$ cat src/rtl/mesh_term_injector.sv
// Per-terminal mesh packet injector: assembles {nxt_jmp,row,col,mode,payload} packets into a FWFT FIFO.
// Optional INJ_TSTAMP_EN: a free-running 16-bit cycle stamp replaces payload[15:0] at accept.
module mesh_term_injector #(
    parameter int pckg_sz    = 40,
    parameter int fifo_depth = 4,
    parameter int term_id    = 0
) (
    input  logic                          clk,
    input  logic                          reset,
    input  logic                          in_valid,
    output logic                          in_ready,
    input  logic [3:0]                    in_row,
    input  logic [3:0]                    in_col,
    input  logic                          in_mode,
    input  logic [pckg_sz-18:0]           in_payload,
    output logic                          pndng,
    output logic [pckg_sz-1:0]            data_out,
    input  logic                          popin,
    output logic [$clog2(fifo_depth):0]   count,
    output logic [15:0]                   bad_dst_cnt,
    output logic                          underflow,
    output logic [7:0]                    dbg
);
    localparam int AW = $clog2(fifo_depth);
    localparam int CW = AW + 1;
    localparam int PW = pckg_sz - 17;
    localparam logic [CW-1:0] FULL_CNT = CW'(fifo_depth);

    logic [pckg_sz-1:0] r_mem [fifo_depth];
    logic [AW-1:0]      r_wr_ptr;
    logic [AW-1:0]      r_rd_ptr;
    logic [CW-1:0]      r_count;
    logic [pckg_sz-1:0] r_data_out;
    logic [15:0]        r_bad_cnt;
    logic               r_underflow;
    logic               r_live;

    logic               w_full;
    logic               w_empty;
    logic               w_legal;
    logic               w_acc;
    logic               w_push;
    logic               w_drop;
    logic               w_pop;
    logic [AW-1:0]      w_rd_nxt;
    logic [PW-1:0]      w_payload;
    logic [pckg_sz-1:0] w_pkt;

`ifdef INJ_TSTAMP_EN
    logic [15:0] r_tstamp;

    always_ff @(posedge clk or negedge reset) begin
        if (!reset) begin
            r_tstamp <= 16'h0000;
        end else begin
            r_tstamp <= r_tstamp + 16'h0001;
        end
    end

    assign w_payload = {in_payload[PW-1:16], r_tstamp};
`else
    assign w_payload = in_payload;
`endif

    // Valid/ready: a request transfers on any edge where in_valid && in_ready; in_ready comes
    // from registered state only, so it never combinationally depends on in_valid or popin.
    assign w_full   = (r_count == FULL_CNT);
    assign w_empty  = (r_count == '0);
    assign in_ready = r_live && !w_full;

    // Legal endpoints are the edge terminals around the 4x4 core: rows/cols 0 and 5.
    always_comb begin
        w_legal = 1'b0;
        if (((in_row == 4'd0) || (in_row == 4'd5)) && (in_col >= 4'd1) && (in_col <= 4'd4)) begin
            w_legal = 1'b1;
        end
        if (((in_col == 4'd0) || (in_col == 4'd5)) && (in_row >= 4'd1) && (in_row <= 4'd4)) begin
            w_legal = 1'b1;
        end
    end

    assign w_acc    = in_valid && in_ready;
    assign w_push   = w_acc && w_legal;
    assign w_drop   = w_acc && !w_legal;
    assign w_pop    = popin && !w_empty;
    assign w_rd_nxt = r_rd_ptr + 1'b1;
    assign w_pkt    = {8'h00, in_row, in_col, in_mode, w_payload};

    always_ff @(posedge clk) begin
        if (w_push) begin
            r_mem[r_wr_ptr] <= w_pkt;
        end
    end

    always_ff @(posedge clk or negedge reset) begin
        if (!reset) begin
            r_live      <= 1'b0;
            r_wr_ptr    <= '0;
            r_rd_ptr    <= '0;
            r_count     <= '0;
            r_data_out  <= '0;
            r_bad_cnt   <= 16'h0000;
            r_underflow <= 1'b0;
        end else begin
            r_live <= 1'b1;
            if (w_push) begin
                r_wr_ptr <= r_wr_ptr + 1'b1;
            end
            if (w_pop) begin
                r_rd_ptr <= w_rd_nxt;
            end
            r_count <= r_count + CW'(w_push) - CW'(w_pop);
            // data_out is a registered copy of the head so it keeps the last head once drained.
            if (w_push && (w_empty || ((r_count == CW'(1)) && w_pop))) begin
                r_data_out <= w_pkt;
            end else if (w_pop && (r_count > CW'(1))) begin
                r_data_out <= r_mem[w_rd_nxt];
            end
            if (w_drop && (r_bad_cnt != 16'hFFFF)) begin
                r_bad_cnt <= r_bad_cnt + 16'h0001;
            end
            if (popin && w_empty) begin
                r_underflow <= 1'b1;
            end
        end
    end

    assign pndng       = !w_empty;
    assign data_out    = r_data_out;
    assign count       = r_count;
    assign bad_dst_cnt = r_bad_cnt;
    assign underflow   = r_underflow;
    assign dbg         = {4'(term_id), r_live, w_full, w_empty, r_underflow};

endmodule

$ cat config.mk
export PLATFORM = sky130hd
export DESIGN_NAME = mesh_term_injector
export DESIGN_NICKNAME = d
export VERILOG_FILES = /design/src/rtl/mesh_term_injector.sv
export SDC_FILE = /design/constraint.sdc
export NUM_CORES = 1
export LEC_CHECK = 0
export CAP_MARGIN = 30
export CORE_UTILIZATION = 43
export DETAILED_ROUTE_END_ITERATION = 8
export PLACE_DENSITY = 0.76
export SYNTH_ARGS = -nofsm -noshare
export SYNTH_HDL_FRONTEND = slang
export SYNTH_SLANG_ARGS = --single-unit
$ cat constraint.sdc
create_clock -name clk -period 5.44 [get_ports clk]
set_input_delay 1.088 -clock clk [delete_from_list [all_inputs] [get_ports clk]]
set_output_delay 1.088 -clock clk [all_outputs]
set_load 0.05 [all_outputs]
==> impl_metrics.ini <==
[route]
drt_iter0_drc = 236
num_vias = 4087
routed_wl_mm = 14.5
routedWlPerCell_um = 18.5
ant_nets = 0
routed_via_density = 5.22
drc_errors = 0
dr.pass1.iters = 4

[setup_path]
reg2reg_to = count[2]
worstSetupPathType = in -> reg
worstSetupEndpointType = flop
rrSetupSlack_ns = 2.90
reg2reg_depth = 10
cp_max_fo = 8
worstSetupStartpointType = primary input
r2r-start = count[2]
required_ns = 5.75
crit_arrival_ns = 3.87

[sta]
hold_violations = 0
slew_viol_final = 0
finClkSkew_ns = 0.00600
fin_crit_sh_pct = 65.5
worstMarginPinSlew_ns = 1.01
fmax_mhz = 281
setup_tns_ns = 0
setup_violations = 0
rsz0062_at_grt = no
max_slew_margin_pct = 32.5
fin_crit_ns = 3.56

[layout]
antenna_cells = 0
num-fill-cells = 1331
syn2layout_area_growth_pct = 21.9
layout.nets = 590
drive_above_1_share_pct = 14.9
utilization_pct = 53.7
stdcell_area_um2 = 9250

[synthesis]
synth_area_um2 = 7590
synth-seq-cells = 185
async_reset_ff_share_pct = 30.8
synth_edf_count = 128
synth_top_area_share_pct = 50.7
yosys_most_used_dff = edfxtp_1
synth_area_leaders = edfxtp_1 (51%), dfrtp_1 (19%), mux4_2 (9.5%)
synthCells = 453
syn_area_per_cell_um2 = 16.8
seq_area_frac_synth_pct = 69.4
synthTopCellsByCount = edfxtp_1 (128), dfrtp_1 (57), nand2_1 (39), mux2i_1 (33), o21ai_0 (33)
yosysUniqueCellTypes = 41
yosysMostFrequentCell = edfxtp_1
ys_warn_count = 0
synth_top_cell_by_area = edfxtp_1

[power]
pwr-share-clk_pct = 23.9
p_sw_w = 0.00173
switching_share_pct = 36.2
ir_drop_mv = 0.503
p_int_w = 0.00304
power_density_nw_per_um2 = 516
p_leak_nw = 3.29
p_comb_share_pct = 36.1
power.share.sequential_pct = 39.9

[clock_network]
holdBufCountCts = 0
clockBufferDepth = 2
numCtsBuffers = 17
h-tree-depth = 4
cts-root-buf = clkbuf_16
cts_tree = built
cts_post_setup_buffers_inserted = 0
clk_pin_slew_ns = 0.06
clock_sinks = 185
cts.repair.resized = 0
insertion_delay_ns = 0.42

[global_route]
use_met1_pct = 21.1
gr-usage-met2_pct = 29.0
overflow = 0
antenna_found_initial = 0
grt_pass1_wl_mm = 22.7
use_met3_pct = 3.64
grt.busiest_layer = met2
grtUsageTotal_pct = 17.0
grt_max_degree = 58
grt_pass1_vias = 4175

[place]
io_buffers = 93
dp_hpwl_mm = 9.23
place_area_um2 = 8700
gp_congestion = 0.724

[floorplan]
initial_utilization_pct = 44.0
die_h_um = 135
num_rows = 48
io-pin-count = 106
core_um2 = 17200
die_width_um = 135
die_area_um2 = 18200

[min_path]
hold_depth = 1
hp-class = reg -> reg
hold_path_end = underflow
worstHoldStart = underflow

[run]
cap_violations = 0

[run_status]
status = finished, final reports clean
-- routing by layer --
metal	up-vias	part of all wire (%)
li1	1863	-
met1	2067	42
met2	139	51
met3	18	5.1
met4	0	1.6
met5	-	0
-- state kept, by name, summed over array words and instances (netlist names) --
register     flops
underflow        1
r_mem          128
data_out        32
r_rd_ptr         2
count            3
r_live           1
bad_dst_cnt     16
r_wr_ptr         2
-- power groups by stage --
| stage | registers [W] | logic, W | clock network (W) |
|---|---|---|---|
| final | 0.00191 | 0.00172 | 0.00114 |
| after global routing | 0.00194 | 0.00182 | 0.00122 |
| after CTS | 0.00191 | 0.00175 | 0.00117 |
| after detailed placement | 0.00194 | 0.00174 | 0 |
| after global placement | 0.00197 | 0.00165 | 0 |
| after floorplan | 0.00236 | 0.000751 | 0 |
-- cell usage in the layout, fill, tap and decap left out, types with 12 or more instances in the layout --
cell,instances
edfxtp_1,128
clkdlybuf4s50_1,92
mux4_2,32
conb_1,13
nand2_1,39
dfrtp_1,55
inv_1,12
xor2_1,13
mux2i_1,33
clkbuf_16,17
o21ai_0,33
-- worst max-delay path, stage by stage --
cell and delay, ns:
clkdlybuf4s50_1 0.55, nor3_1 0.32, nand4_2 0.24, a21oi_1 0.48, inv_1 0.09, ha_1 0.30, inv_1 0.06, ha_1 0.14
inv_1 0.05, fa_1 0.37, xor2_1 0.18
-- through the flow --
step	setup WS, ns	total power [W]	hold slack [ns]	std cells
floorplan	2.32	0.00311	0.580	464
finish	1.88	0.00477	0.494	783
global placement	1.58	0.00362	0.462	750
global route	1.67	0.00499	0.517	783
detailed placement	1.42	0.00368	0.480	751
CTS	1.87	0.00483	0.497	783
-- worst max path at each step --
stage / startpoint / to / slack (ns) / depth (start not counted)
4_1_cts: in_row[1] / count[2] / 1.87 / 11
2_1_floorplan: in_row[1] / r_mem[0][0] / 2.32 / 4
3_5_place_dp: in_row[1] / count[2] / 1.42 / 11
5_1_grt: in_row[0] / count[2] / 1.67 / 11
3_3_place_gp: in_row[1] / count[2] / 1.58 / 11
6_report: in_row[1] / count[2] / 1.88 / 11
-- cells by family after synthesis --
| family | Yosys count | share of synthesized area [%] |
|---|---|---|
| flip-flops | 185 | 69.4 |
| AND/OR/NAND/NOR | 87 | 6.46 |
| multiplexers | 68 | 14.3 |
| buffers and inverters | 47 | 3.43 |
| AO/OA/AOI/OAI | 37 | 2.61 |
| XOR/XNOR | 18 | 2.08 |
| adder cells (fa/ha/maj) | 9 | 1.58 |
| other | 2 | 0.0990 |
-- final cells by class --
class | instances | area [µm²] | area share, %
Sequential cell | 185 | 5270 | 57.0
Multi-Input combinational cell | 232 | 2120 | 22.9
Timing Repair Buffer | 97 | 981 | 10.6
Clock buffer | 22 | 454 | 4.91
Tap cell | 225 | 282 | 3.04
Clock inverter | 10 | 95.1 | 1.03
Inverter | 12 | 45.0 | 0.487
No activity file was read; power rests on OpenSTA's default activity.
